$ cat config.mk
export PLATFORM = sky130hd
export DESIGN_NAME = cpu_control_unit
export DESIGN_NICKNAME = d
export VERILOG_FILES = /design/src/rtl/cpu_control_unit.sv
export SDC_FILE = /design/constraint.sdc
export NUM_CORES = 1
export LEC_CHECK = 0
export CAP_MARGIN = 0
export CORE_MARGIN = 2
export CORE_UTILIZATION = 35
export DETAILED_ROUTE_END_ITERATION = 10
export GPL_ROUTABILITY_DRIVEN = 1
export HOLD_SLACK_MARGIN = 0.15
export REMOVE_ABC_BUFFERS = 1
export SLEW_MARGIN = 25
export SYNTH_ARGS = -nofsm -noshare
export SYNTH_HDL_FRONTEND = slang
export SYNTH_SLANG_ARGS = --single-unit
$ cat constraint.sdc
create_clock -name clk -period 2.8 [get_ports clk]
set_clock_uncertainty 0.1 [all_clocks]
set_input_delay 0.42 -clock clk [delete_from_list [all_inputs] [get_ports clk]]
set_output_delay 0.42 -clock clk [all_outputs]
set_load 0.005 [all_outputs]
$ cat src/rtl/cpu_control_unit.sv
// Control sequencer for the 8-bit CPU: fetch, decode and per-opcode micro-states,
// with every output decoded from the state register alone.
module cpu_control_unit (
  input  logic       clk,
  input  logic       reset,
  input  logic [7:0] IR,
  input  logic [3:0] CCR_Result,
  output logic       IR_Load,
  output logic       MAR_Load,
  output logic       PC_Load,
  output logic       PC_Inc,
  output logic       A_Load,
  output logic       B_Load,
  output logic [2:0] ALU_Sel,
  output logic       CCR_Load,
  output logic [1:0] Bus1_Sel,
  output logic [1:0] Bus2_Sel,
  output logic       write
);

  localparam logic [7:0] LDA_IMM = 8'h10, LDA_DIR = 8'h11, LDB_IMM = 8'h12, LDB_DIR = 8'h13;
  localparam logic [7:0] STA_DIR = 8'h14, STB_DIR = 8'h15;
  localparam logic [7:0] ADD_AB = 8'h20, SUB_AB = 8'h21, AND_AB = 8'h22, OR_AB = 8'h23;
  localparam logic [7:0] INCA = 8'h24, INCB = 8'h25, DECA = 8'h26, DECB = 8'h27;
  localparam logic [7:0] BRA = 8'h30, BNU = 8'h31, BND = 8'h32, BZU = 8'h33, BZD = 8'h34;
  localparam logic [7:0] BVU = 8'h35, BVD = 8'h36, BCU = 8'h37, BCD = 8'h38;

  localparam logic [1:0] BUS1_PC = 2'b00, BUS1_A = 2'b01, BUS1_B = 2'b10;
  localparam logic [1:0] BUS2_ALU = 2'b00, BUS2_BUS1 = 2'b01, BUS2_MEM = 2'b10;
  localparam logic [2:0] ALU_ADD = 3'b000, ALU_SUB = 3'b001, ALU_AND = 3'b010;
  localparam logic [2:0] ALU_OR = 3'b011, ALU_INC = 3'b100, ALU_DEC = 3'b101;

  typedef enum logic [5:0] {
    FETCH_0, FETCH_1, FETCH_2, DECODE_3,
    LDA_IMM_4, LDA_IMM_5, LDA_IMM_6,
    LDB_IMM_4, LDB_IMM_5, LDB_IMM_6,
    LDA_DIR_4, LDA_DIR_5, LDA_DIR_6, LDA_DIR_7, LDA_DIR_8,
    LDB_DIR_4, LDB_DIR_5, LDB_DIR_6, LDB_DIR_7, LDB_DIR_8,
    STA_DIR_4, STA_DIR_5, STA_DIR_6, STA_DIR_7,
    STB_DIR_4, STB_DIR_5, STB_DIR_6, STB_DIR_7,
    ADD_AB_4, SUB_AB_4, AND_AB_4, OR_AB_4,
    INCA_4, INCB_4, DECA_4, DECB_4,
    BR_4, BR_5, BR_6, BR_SKIP_4
  } state_t;

  state_t state, next_state;
  logic   branch_taken;

  always_ff @(posedge clk or negedge reset) begin
    if (!reset) state <= FETCH_0;
    else        state <= next_state;
  end

  // Flags are {N,Z,V,C}; only meaningful while the opcode is a branch.
  always_comb begin
    branch_taken = 1'b0;
    case (IR)
      BRA:     branch_taken = 1'b1;
      BNU:     branch_taken = CCR_Result[3];
      BND:     branch_taken = !CCR_Result[3];
      BZU:     branch_taken = CCR_Result[2];
      BZD:     branch_taken = !CCR_Result[2];
      BVU:     branch_taken = CCR_Result[1];
      BVD:     branch_taken = !CCR_Result[1];
      BCU:     branch_taken = CCR_Result[0];
      BCD:     branch_taken = !CCR_Result[0];
      default: branch_taken = 1'b0;
    endcase
  end

  // Outputs are gated by reset so nothing loads or writes while reset is held.
  always_comb begin
    next_state = FETCH_0;
    IR_Load    = 1'b0;
    MAR_Load   = 1'b0;
    PC_Load    = 1'b0;
    PC_Inc     = 1'b0;
    A_Load     = 1'b0;
    B_Load     = 1'b0;
    ALU_Sel    = ALU_ADD;
    CCR_Load   = 1'b0;
    Bus1_Sel   = BUS1_PC;
    Bus2_Sel   = BUS2_ALU;
    write      = 1'b0;
    if (reset) begin
      case (state)
        FETCH_0: begin
          Bus2_Sel = BUS2_BUS1; MAR_Load = 1'b1; next_state = FETCH_1;
        end
        FETCH_1: begin
          PC_Inc = 1'b1; next_state = FETCH_2;
        end
        FETCH_2: begin
          Bus2_Sel = BUS2_MEM; IR_Load = 1'b1; next_state = DECODE_3;
        end
        DECODE_3: begin
          case (IR)
            LDA_IMM: next_state = LDA_IMM_4;
            LDB_IMM: next_state = LDB_IMM_4;
            LDA_DIR: next_state = LDA_DIR_4;
            LDB_DIR: next_state = LDB_DIR_4;
            STA_DIR: next_state = STA_DIR_4;
            STB_DIR: next_state = STB_DIR_4;
            ADD_AB:  next_state = ADD_AB_4;
            SUB_AB:  next_state = SUB_AB_4;
            AND_AB:  next_state = AND_AB_4;
            OR_AB:   next_state = OR_AB_4;
            INCA:    next_state = INCA_4;
            INCB:    next_state = INCB_4;
            DECA:    next_state = DECA_4;
            DECB:    next_state = DECB_4;
            BRA, BNU, BND, BZU, BZD, BVU, BVD, BCU, BCD:
              next_state = branch_taken ? BR_4 : BR_SKIP_4;
            default: next_state = FETCH_0;
          endcase
        end
        LDA_IMM_4: begin Bus2_Sel = BUS2_BUS1; MAR_Load = 1'b1; next_state = LDA_IMM_5; end
        LDA_IMM_5: begin PC_Inc = 1'b1; next_state = LDA_IMM_6; end
        LDA_IMM_6: begin Bus2_Sel = BUS2_MEM; A_Load = 1'b1; end
        LDB_IMM_4: begin Bus2_Sel = BUS2_BUS1; MAR_Load = 1'b1; next_state = LDB_IMM_5; end
        LDB_IMM_5: begin PC_Inc = 1'b1; next_state = LDB_IMM_6; end
        LDB_IMM_6: begin Bus2_Sel = BUS2_MEM; B_Load = 1'b1; end
        LDA_DIR_4: begin Bus2_Sel = BUS2_BUS1; MAR_Load = 1'b1; next_state = LDA_DIR_5; end
        LDA_DIR_5: begin PC_Inc = 1'b1; next_state = LDA_DIR_6; end
        LDA_DIR_6: begin Bus2_Sel = BUS2_MEM; MAR_Load = 1'b1; next_state = LDA_DIR_7; end
        LDA_DIR_7: next_state = LDA_DIR_8;
        LDA_DIR_8: begin Bus2_Sel = BUS2_MEM; A_Load = 1'b1; end
        LDB_DIR_4: begin Bus2_Sel = BUS2_BUS1; MAR_Load = 1'b1; next_state = LDB_DIR_5; end
        LDB_DIR_5: begin PC_Inc = 1'b1; next_state = LDB_DIR_6; end
        LDB_DIR_6: begin Bus2_Sel = BUS2_MEM; MAR_Load = 1'b1; next_state = LDB_DIR_7; end
        LDB_DIR_7: next_state = LDB_DIR_8;
        LDB_DIR_8: begin Bus2_Sel = BUS2_MEM; B_Load = 1'b1; end
        STA_DIR_4: begin Bus2_Sel = BUS2_BUS1; MAR_Load = 1'b1; next_state = STA_DIR_5; end
        STA_DIR_5: begin PC_Inc = 1'b1; next_state = STA_DIR_6; end
        STA_DIR_6: begin Bus2_Sel = BUS2_MEM; MAR_Load = 1'b1; next_state = STA_DIR_7; end
        STA_DIR_7: begin Bus1_Sel = BUS1_A; write = 1'b1; end
        STB_DIR_4: begin Bus2_Sel = BUS2_BUS1; MAR_Load = 1'b1; next_state = STB_DIR_5; end
        STB_DIR_5: begin PC_Inc = 1'b1; next_state = STB_DIR_6; end
        STB_DIR_6: begin Bus2_Sel = BUS2_MEM; MAR_Load = 1'b1; next_state = STB_DIR_7; end
        STB_DIR_7: begin Bus1_Sel = BUS1_B; write = 1'b1; end
        ADD_AB_4: begin ALU_Sel = ALU_ADD; Bus1_Sel = BUS1_B; A_Load = 1'b1; CCR_Load = 1'b1; end
        SUB_AB_4: begin ALU_Sel = ALU_SUB; Bus1_Sel = BUS1_B; A_Load = 1'b1; CCR_Load = 1'b1; end
        AND_AB_4: begin ALU_Sel = ALU_AND; Bus1_Sel = BUS1_B; A_Load = 1'b1; CCR_Load = 1'b1; end
        OR_AB_4:  begin ALU_Sel = ALU_OR;  Bus1_Sel = BUS1_B; A_Load = 1'b1; CCR_Load = 1'b1; end
        INCA_4:   begin ALU_Sel = ALU_INC; Bus1_Sel = BUS1_A; A_Load = 1'b1; CCR_Load = 1'b1; end
        INCB_4:   begin ALU_Sel = ALU_INC; Bus1_Sel = BUS1_B; B_Load = 1'b1; CCR_Load = 1'b1; end
        DECA_4:   begin ALU_Sel = ALU_DEC; Bus1_Sel = BUS1_A; A_Load = 1'b1; CCR_Load = 1'b1; end
        DECB_4:   begin ALU_Sel = ALU_DEC; Bus1_Sel = BUS1_B; B_Load = 1'b1; CCR_Load = 1'b1; end
        BR_4:      begin Bus2_Sel = BUS2_BUS1; MAR_Load = 1'b1; next_state = BR_5; end
        BR_5:      next_state = BR_6;
        BR_6:      begin Bus2_Sel = BUS2_MEM; PC_Load = 1'b1; end
        BR_SKIP_4: PC_Inc = 1'b1;
        default:   next_state = FETCH_0;
      endcase
    end
  end

endmodule

==> Word-level counts from Yosys, hierarchy flattened <==
Index checks and enable logic that the tools add are counted.
{ "word_totals": {"regBits": 6, "inputBits": 14, "output_inout_bits": 15, "word_cells": 108} }
{ "op_classes": {"n_eq_ne": 62, "n_mux": 27, "n_reduce_logical": 18} }
{ "op_table": {"columns": ["cell", "n"], "rows": [
  ["6-bit one-hot mux with 24 select lines", 1],
  ["8-bit by 6-bit == test with 1-bit output, second input constant", 17],
  ["6-bit by 5-bit == test with 1-bit output, second input constant", 16],
  ["6-bit one-hot mux with 15 select lines", 1],
  ["6-bit by 4-bit == test with 1-bit output, second input constant", 8],
  ["6-bit == test, second input constant", 8],
  ["8-bit by 5-bit == test with 1-bit output, second input constant", 6],
  ["8-bit OR reduction", 4],
  ["6-bit by 3-bit == test with 1-bit output, second input constant", 4],
  ["1-bit 2-to-1 mux", 16],
  ["3-bit one-hot mux with 5 select lines", 1],
  ["6-bit by 2-bit == test with 1-bit output, second input constant", 2],
  ["12-bit OR reduction", 1],
  ["10-bit OR reduction", 1],
  ["1-bit one-hot mux with 9 select lines", 1],
  ["9-bit OR reduction", 1],
  ["2-bit one-hot mux with 2 select lines", 2],
  ["7-bit OR reduction", 1],
  ["6-bit by 1-bit == test with 1-bit output, second input constant", 1],
  ["6-bit logical NOT", 1],
  ["2-bit 2-to-1 mux", 3],
  ["6-bit 2-to-1 mux", 1],
  ["2-bit OR reduction", 3],
  ["1-bit logical NOT", 4],
  ["3 further kinds", 3]
]} }

==> Logic depth before layout (Yosys ltp) <==
Gate-level depths: netlist of run 1.
{ "depth": {"depth_word": 6, "depth_mapped": 7, "mapped_depth_nobuf": 5} }

==> Worst setup path before layout of run 1 <==
No wires, ideal clock.
{ "synth_path": {"path_type": "reg-to-output", "from": "register state[3]", "to": "output MAR_Load", "arrival_time_ps": 1412, "required_ps": 2280, "path_slack_ps": 868, "stages_incl_launch_ff": 7, "path_cell_list": "dfrtp_1 -> buf_2 -> nor2b_1 -> or3_1 -> o2111a_1 -> a211oi_1 -> o21a_1"} }
{ "synth_between": {"elab_chain_len": 4, "elab_cells_between_ends": 15, "cone_classes": "11 x eq/ne; 2 x mux; 2 x reduce/logical"} }
{ "synth_rtl": {"columns": ["element", "line_no", "rtl"], "rows": [
  ["start, declared", "46", "state_t state, next_state;"],
  ["start signal, assigned", "51", "else state <= next_state;"],
  ["6-bit == test (tied with other cells)", "86", "case (state)"],
  ["12-bit OR reduction (no source line) *", null, null],
  ["1-bit 2-to-1 mux *", "86", null],
  ["1-bit 2-to-1 mux *", "85", "if (reset) begin"],
  ["end, declared", "9", "output logic MAR_Load,"]
]} }
Every way passes the cells marked *; elsewhere a longest branch is shown, timed or not.

==> Worst setup path after layout of run 1 <==
{ "layout_path": {"from": "register state[4]", "to": "output Bus1_Sel[1]"} }
{ "layout_between": {"elab_chain_len": 4, "elab_cells_between_ends": 14, "cone_classes": "10 x eq/ne; 2 x mux; 2 x reduce/logical"} }
{ "layout_rtl": {"columns": ["element", "line_no", "rtl"], "rows": [
  ["6-bit by 5-bit == test with 1-bit output or 6-bit == test (tied branches)", "86", null],
  ["7-bit OR reduction (no source line) or 3-bit OR reduction (tied branches)", null, null],
  ["2-bit one-hot mux with 2 select lines *", "86", null],
  ["2-bit 2-to-1 mux *", "85", null],
  ["end, declared", "16", "output logic [1:0] Bus1_Sel,"]
]} }
Marked as above.

==> results.ini, run 1 <==
[outcome]
status=finished clean

[clocking]
cts.sinks=6
clk-insertion-delay-late_ps=240
cts_root_buf=clkbuf_4
numCtsBuffers=3
hold_buffers=0
htree_num_levels=1
cts_tree=built
cts_buffer_depth=2
clk_pin_slew_worst_paths_ps=50

[finish]
fill_cells=342
layout_commonest_cell=clkdlybuf4s50_1
area.growth.synth_to_final_pct=33.40
layout.nets=232
final_core_util=0.4910
top_regs=state: 6 flops
drive_gt1_frac=0.1620
antenna_cells=0
top_register=state
layout_common_cells=clkdlybuf4s50_1 (28), nor2_1 (17), buf_4 (17)
largest_reg_flops=6

[detailed_routing]
antenna_left=0
drc=0
first_iter_violations=220
vias=1552
vias_per_cell=5.924
wl_per_cell_um=14.55
wl_mm=3.811
first_pass_iters=4

[setup_path]
endpoint_kind=output port
crit_required_ps=2280
cp_max_fo=14
worstSetupPathType=reg2out
startpoint_type=flop
reg2reg_from=state[2]
crit_start=state[4]
worstPathArrival_ps=2170

[power_and_ir_drop]
power.leakage_nw=0.5679
internal_power_mw=0.4295
comb_power_share=0.747
power_frac_clock=0.097
pwr-share-seq=0.157
switching_share=0.4619
switchingPower_mw=0.3686
p_per_area_nw_per_um2=479.6
peakVddDrop_uv=206.2

[place]
gp_congestion=0.8618
dp_hpwl_mm=2.830
io_buffer_count=28

[grt]
grt_pass1_wl_mm=6.348
grtUsageTotal=0.1858
antenna_found_initial=0
grt_pass1_vias=1367
grt_overflow=0
grt_max_degree=26

[synth]
ys_async_sr_fraction=1.000
synth_cell_types=50
synth-seq-cells=6
ys.flop_type=dfrtp_1
synth-seq-area-share=0.1204
syn_inst=187
synth_edf_count=0
synth_area_um2=1247
syn_avg_cell_area_um2=6.671
yosys_warnings=0

[sta]
worst_slew_pin_slew_ps=507.4
slew_violations=0
setup_tns_ps=0
rsz0062_at_grt=no
hold_viol=0
fin_crit_sh=0.9591
relSlewSlack=0.6592
setup_violations=0
finalCriticalPeriod_ps=2686
fmax_ghz=0.3724
hold_ws_ps=582.1

[die]
dieHeight_um=63.70
initial_core_util=0.3680
num_rows=21
die_w_um=63.70
design.die.area_um2=4058
core_area_um2=3390
ios=29

[hold_path]
min_path_type=in2async

[job]
max_cap_violations=0

critical path: stages (launching register included):
cell	delay [ps]
dfrtp_2	480
buf_4	220
nor2b_1	320
nand3_1	130
a21boi_0	220
clkdlybuf4s50_1	560
per-layer routing:
metal,global-route usage,vias to the layer above,part of all wire,wire length (µm)
met5,0,-,0,0
met4,0.02446,0,0.0037,14
met3,0.01786,2,0.049,187
met2,0.3237,58,0.50,1894
met1,0.2530,721,0.45,1714
li1,-,771,-,-
cell families (layout without fill, tap and decap cells):
| family | Yosys count | count (layout) | share of synthesized area |
|---|---|---|---|
| XOR/XNOR | 2 | 2 | 0.01404 |
| buffers and inverters | 28 | 57 | 0.1003 |
| AND/OR/NAND/NOR | 76 | 76 | 0.3400 |
| multiplexers | 3 | 3 | 0.02407 |
| AO/OA/AOI/OAI | 72 | 72 | 0.4012 |
| flip-flops | 6 | 6 | 0.1204 |
through the flow:
stage | cells | worst slack, ps | instance area, µm² | power, mW
floorplan | 167 | 615.4 | 1152 | 0.4478
global placement | 252 | 276.0 | 1573 | 0.6553
detailed placement | 252 | 282.9 | 1573 | 0.6580
CTS | 255 | 17.89 | 1595 | 0.7407
global route | 262 | 26.65 | 1664 | 0.8651
finish | 262 | 114.4 | 1664 | 0.7981
layout make-up:
class                           instances  area (µm²)  share of cell area
Timing Repair Buffer                   46       412.9              0.2481
Sequential cell                         6       152.6             0.09173
Inverter                                8       37.54             0.02256
Clock buffer                            3       22.52             0.01353
Multi-Input combinational cell        153       980.9              0.5895
Tap cell                               46       57.56             0.03459
synth_stat cells (2+ instances only):
master     count  area (µm²)
a32oi_1        4       35.03
o21a_1         2       15.01
o22ai_1        5       31.28
nand3_1        6       30.03
dfrtp_1        6       150.1
and4bb_2       2       25.02
nand2b_1       8       50.05
o31ai_1        2       15.01
nor2b_1        4       25.02
nand2_1       11       41.29
o211ai_1       3       22.52
and3_1         2       12.51
a31oi_1        7       43.79
a22o_1         2       17.52
a211oi_1       5       37.54
o32ai_1        3       26.28
nor3b_1        4       30.03
a32o_1         2       20.02
xnor2_1        2       17.52
inv_1          6       22.52
o21ai_0        9       45.04
a21oi_1       15       75.07
mux2i_1        3       30.03
nand3b_1       2       15.01
nor2_1        18       67.56
clkinv_1       2       7.510
clkbuf_1       9       33.78
a21boi_0       2       15.01
buf_2         10       50.05
nor3_1        10       50.05
a2111oi_0      2       17.52
power groups by stage:
stage	sequential, mW	combinational (mW)	clock (mW)
6_report	0.125	0.596	0.0771
5_1_grt	0.126	0.652	0.0871
4_1_cts	0.119	0.539	0.0820
3_5_place_dp	0.121	0.537	0
3_3_place_gp	0.121	0.534	0
2_1_floorplan	0.165	0.283	0
final timing paths:
check / cells past startpoint / to / slack (ps)
min in group clk: 2 / state[3] / 680
max in group asynchronous: 2 / state[1] / 1850
hold / removal: 2 / state[4] / 580
setup reg to reg: 7 / state[2] / 830
hold reg to reg: 2 / state[3] / 680
setup / recovery: 5 / Bus1_Sel[1] / 110
timing repair:
item / 4_1_cts / 5_1_grt
setup endpoints to repair: 0 / 10
buffers inserted: 0 / 7
resized for setup: 0 / 7
Note: power is estimated with default switching activity, not from simulation.
==> inputs of run 2 (changes only) <==
RECOVER_POWER = 100   (was not set)
==> results.ini, run 2 (synthesis gave the netlist of run 1 again) <==
[outcome]
status=finished clean

[clocking]
clk-insertion-delay-late_ps=240  ; about the same
cts_buffer_depth=2  ; unchanged
htree_num_levels=1  ; unchanged
clk_pin_slew_worst_paths_ps=50  ; about the same
cts_tree=built
hold_buffers=0  ; unchanged
cts_root_buf=clkbuf_4
numCtsBuffers=3  ; unchanged
cts.sinks=6  ; unchanged

[sta]
slew_violations=0  ; unchanged
worst_slew_pin_slew_ps=508.9  ; +1.517 ps
finalCriticalPeriod_ps=2691  ; +5.004 ps
rsz0062_at_grt=no
setup_violations=0  ; unchanged
hold_viol=0  ; unchanged
setup_tns_ps=0  ; unchanged
fin_crit_sh=0.9609  ; +0.001787
relSlewSlack=0.6581  ; -0.001019
fmax_ghz=0.3717  ; -0.19%

[setup_path]
endpoint_kind=output port
startpoint_type=flop
crit_required_ps=2280  ; about the same
cp_max_fo=14  ; unchanged
worstPathArrival_ps=2170  ; about the same
worstSetupPathType=reg2out

[power_and_ir_drop]
peakVddDrop_uv=206.5  ; +0.12%
p_per_area_nw_per_um2=477.6  ; -0.41%
power.leakage_nw=0.5721  ; +0.75%
p_total_mw=0.7948  ; -0.41%

[detailed_routing]
antenna_left=0  ; unchanged
dr.max_layer_used=met4
vias=1553  ; +0.064%
first_pass_iters=4  ; unchanged
drt-met1-wl_mm=1.728  ; +0.82%
wl_met3_um=196  ; +4.8%
wl_per_cell_um=14.57  ; +0.16%
drc=0  ; unchanged
wl_met2_mm=1.872  ; -1.2%
wl_mm=3.817  ; +0.16%
vias_per_cell=5.927  ; about the same
first_iter_violations=220  ; unchanged

[finish]
final_core_util=0.4910  ; unchanged
layout.nets=232  ; unchanged
top_regs=state: 6 flops
antenna_cells=0  ; unchanged
area.growth.synth_to_final_pct=33.40  ; unchanged
drive_gt1_frac=0.1620  ; unchanged
layout_commonest_cell=clkdlybuf4s50_1
largest_reg_flops=6  ; unchanged
layout_common_cells=clkdlybuf4s50_1 (23), nor2_1 (17), buf_4 (16)
design_area_um2=1664  ; unchanged
top_register=state

[die]
die_w_um=63.70  ; unchanged
ios=29  ; unchanged
initial_core_util=0.3680  ; unchanged
num_rows=21  ; unchanged
dieHeight_um=63.70  ; unchanged
design.die.area_um2=4058  ; unchanged
core_area_um2=3390  ; unchanged

[job]
max_cap_violations=0  ; unchanged

[grt]
grt_max_degree=26  ; unchanged
grtUsageTotal=0.1858  ; unchanged
antenna_found_initial=0  ; unchanged
grt_pass1_wl_mm=6.348  ; unchanged
grt_overflow=0  ; unchanged
grt_pass1_vias=1367  ; unchanged

[place]
place_area_um2=1573  ; unchanged
io_buffer_count=28  ; unchanged
gp_congestion=0.8618  ; unchanged
dp_hpwl_mm=2.830  ; unchanged

[hold_path]
min_path_type=in2async

-- run 2: routing by layer --
| layer | vias to the layer above | global-route usage |
|---|---|---|
| met5 | - | 0 |
| met4 | 0 | 0.02446 |
| met3 | 4 | 0.01786 |
| met2 | 54 | 0.3237 |
| met1 | 726 | 0.2530 |
| li1 | 769 | - |
-- run 2: final timing paths --
path | start | to | slack (ps) | cells past startpoint
max | state[4] | Bus1_Sel[1] | 110 | 5
min reg2reg | state[5] | state[3] | 680 | 2
max reg2reg | state[1] | state[1] | 820 | 6
min in group clk | state[5] | state[3] | 680 | 2
max in group asynchronous | reset | state[1] | 1780 | 2
min | reset | state[4] | 650 | 2
-- run 2: per-stage QoR --
step / setup slack, ps / hold slack (ps) / instances
finish: 109.4 / 650.8 / 262
global route: 20.47 / 697.0 / 262
CTS: 17.89 / 583.3 / 255
detailed placement: 282.9 / 667.7 / 252
global placement: 276.0 / 654.7 / 252
floorplan: 615.4 / 24.41 / 167
-- run 2: cell type report --
type / count / area [µm²]
tap: 46 / 57.56
sequential: 6 / 152.6
multi-input combinational: 153 / 980.9
fill: 342 / 1725
timing repair buffer: 46 / 412.9
clock buffer: 3 / 22.52
inverter: 8 / 37.54
-- run 2: critical path, stage by stage (launching register included) --
cell and delay [ps]:
dfrtp_2 480, buf_4 220, nor2b_1 320, nand3_1 130
a21boi_0 220, clkdlybuf4s50_1 560
-- run 2: what timing repair did --
action | CTS | global route
resized for setup | 0 | 7
setup buffers | 0 | 7
endpoints found under the setup margin | 0 | 10
-- run 2: where the power goes --
group / internal (mW) / switching [mW]
registers: 0.103 / 0.0221
logic: 0.274 / 0.318
clock network: 0.0483 / 0.0290
total: 0.426 / 0.369
==> inputs of run 3 (changes only) <==
CAP_MARGIN = 20   (was 0)
CORE_ASPECT_RATIO = 2   (was not set)
==> results.ini, run 3 (synthesis gave the netlist of run 1 again) <==
[sta]
fin_ws_ps=127.8  ; +18.43 ps
slew_violations=0  ; unchanged
hold_ws_ps=725.8  ; +75.00 ps
rsz0062_at_grt=yes
relSlewSlack=0.6345  ; -0.02360
setup_violations=0  ; unchanged
fin_crit_sh=0.9544  ; -0.006583
fmax_ghz=0.3742  ; +0.69%
setup_tns_ps=0  ; unchanged
finalCriticalPeriod_ps=2672  ; -18.43 ps
hold_viol=0  ; unchanged
worst_slew_pin_slew_ps=544.0  ; +35.13 ps

[clocking]
cts_tree=built
clk-insertion-delay-late_ps=210  ; -30 ps
htree_num_levels=1  ; unchanged
cts_buffer_depth=2  ; unchanged
clk_pin_slew_worst_paths_ps=30  ; -20 ps
cts.sinks=6  ; unchanged
hold_buffers=0  ; unchanged
numCtsBuffers=3  ; unchanged
cts_root_buf=clkbuf_8

[die]
ios=29  ; unchanged
num_rows=30  ; +43%
die_w_um=46.22  ; -27%
core_area_um2=3416  ; +0.78%
dieHeight_um=88.43  ; +39%
design.die.area_um2=4087  ; +0.72%
initial_core_util=0.3652  ; -0.002831

[detailed_routing]
wl_mm=4.051  ; +6.1%
first_pass_iters=4  ; unchanged
vias=1569  ; +1.0%
first_iter_violations=46  ; -79%
wl_per_cell_um=15.52  ; +6.5%
vias_per_cell=6.011  ; +1.4%
antenna_left=0  ; unchanged
drc=0  ; unchanged

[place]
io_buffer_count=28  ; unchanged
dp_hpwl_mm=3.194  ; +13%
place_ws_ps=220.4  ; -62.46 ps
dp.cells=258  ; +2.4%
gp_congestion=0.8585  ; -0.38%

[outcome]
status=finished clean

[grt]
grt_util_met2=0.4129  ; +0.08919
grt.met1_usage=0.2428  ; -0.01015
grt_pass1_wl_mm=6.975  ; +9.9%
busiest_layer=met2
grtUsageTotal=0.2209  ; +0.03511
grt_max_degree=22  ; -15%
antenna_found_initial=0  ; unchanged
grt_overflow=0  ; unchanged
met3_usage=0.02245  ; +0.004592
grt_pass1_vias=1556  ; +14%

[hold_path]
min_path_type=in2async

[power_and_ir_drop]
power.leakage_nw=0.5967  ; +4.3%
peakVddDrop_uv=278.9  ; +35%
p_per_area_nw_per_um2=497.2  ; +4.1%

[finish]
layout_common_cells=clkdlybuf4s50_1 (20), nor2_1 (18), a21oi_1 (15)
area.growth.synth_to_final_pct=32.80
largest_reg_flops=6  ; unchanged
final_cells=261  ; -0.38%
antenna_cells=0  ; unchanged
layout.nets=229  ; -1.3%
layout_commonest_cell=clkdlybuf4s50_1
drive_gt1_frac=0.1221  ; -0.03997
top_regs=state: 6 flops
top_register=state

[setup_path]
crit_required_ps=2280  ; about the same
worstSetupPathType=in2out
endpoint_kind=output port
startpoint_type=input pin
cp_max_fo=13  ; -1
worstPathArrival_ps=2150  ; -20 ps

[job]
max_cap_violations=0  ; unchanged

## run 3: cell type report
| cell class | instances | area [µm²] |
|---|---|---|
| flip-flops and latches | 6 | 150.1 |
| repair buffers | 43 | 399.1 |
| well taps | 48 | 60.06 |
| clock buffers | 3 | 41.29 |
| fillers | 375 | 1759 |
| inverters | 8 | 30.03 |
| multi-input cells | 153 | 975.9 |
## run 3: power by group
group          switching, mW  leakage [nW]  internal, mW
registers             0.0160        0.0807         0.102
clock network         0.0302        0.0216        0.0917
logic                  0.319         0.494         0.264
total                  0.366         0.597         0.458
## run 3: worst paths after layout
path                          start        to  slack, ps  cells after the start
setup reg to reg           state[4]  state[0]        700                      6
hold / removal                reset  state[1]        730                      2
min in group clk           state[2]  state[3]        770                      4
hold reg to reg            state[2]  state[3]        770                      4
setup / recovery              reset  CCR_Load        130                      5
max in group asynchronous     reset  state[5]       1750                      2
## run 3: worst max-delay path, stage by stage
cell and delay (ps):
clkdlybuf4s50_1 610, nand2_1 200, nor2_1 70, or2_2 280, dlygate4sd3_1 580
## run 3: what timing repair did
action	CTS	global route
resized for setup	0	3
setup endpoints to repair	0	3
setup buffers	0	0
## run 3: metal layers
layer	wire length [µm]	share of wire
met4	89	0.022
met2	2419	0.60
met5	0	0
met1	1424	0.35
met3	117	0.029
## run 3: through the flow
step	cell area, µm²	utilization	total power [mW]
2_1_floorplan	1152	-	0.4478
3_5_place_dp	1618	0.4736	0.6936
4_1_cts	1659	0.4857	0.8217
5_1_grt	1657	0.4850	0.8905
6_report	1657	0.4850	0.8237
3_3_place_gp	1618	0.4736	0.6878
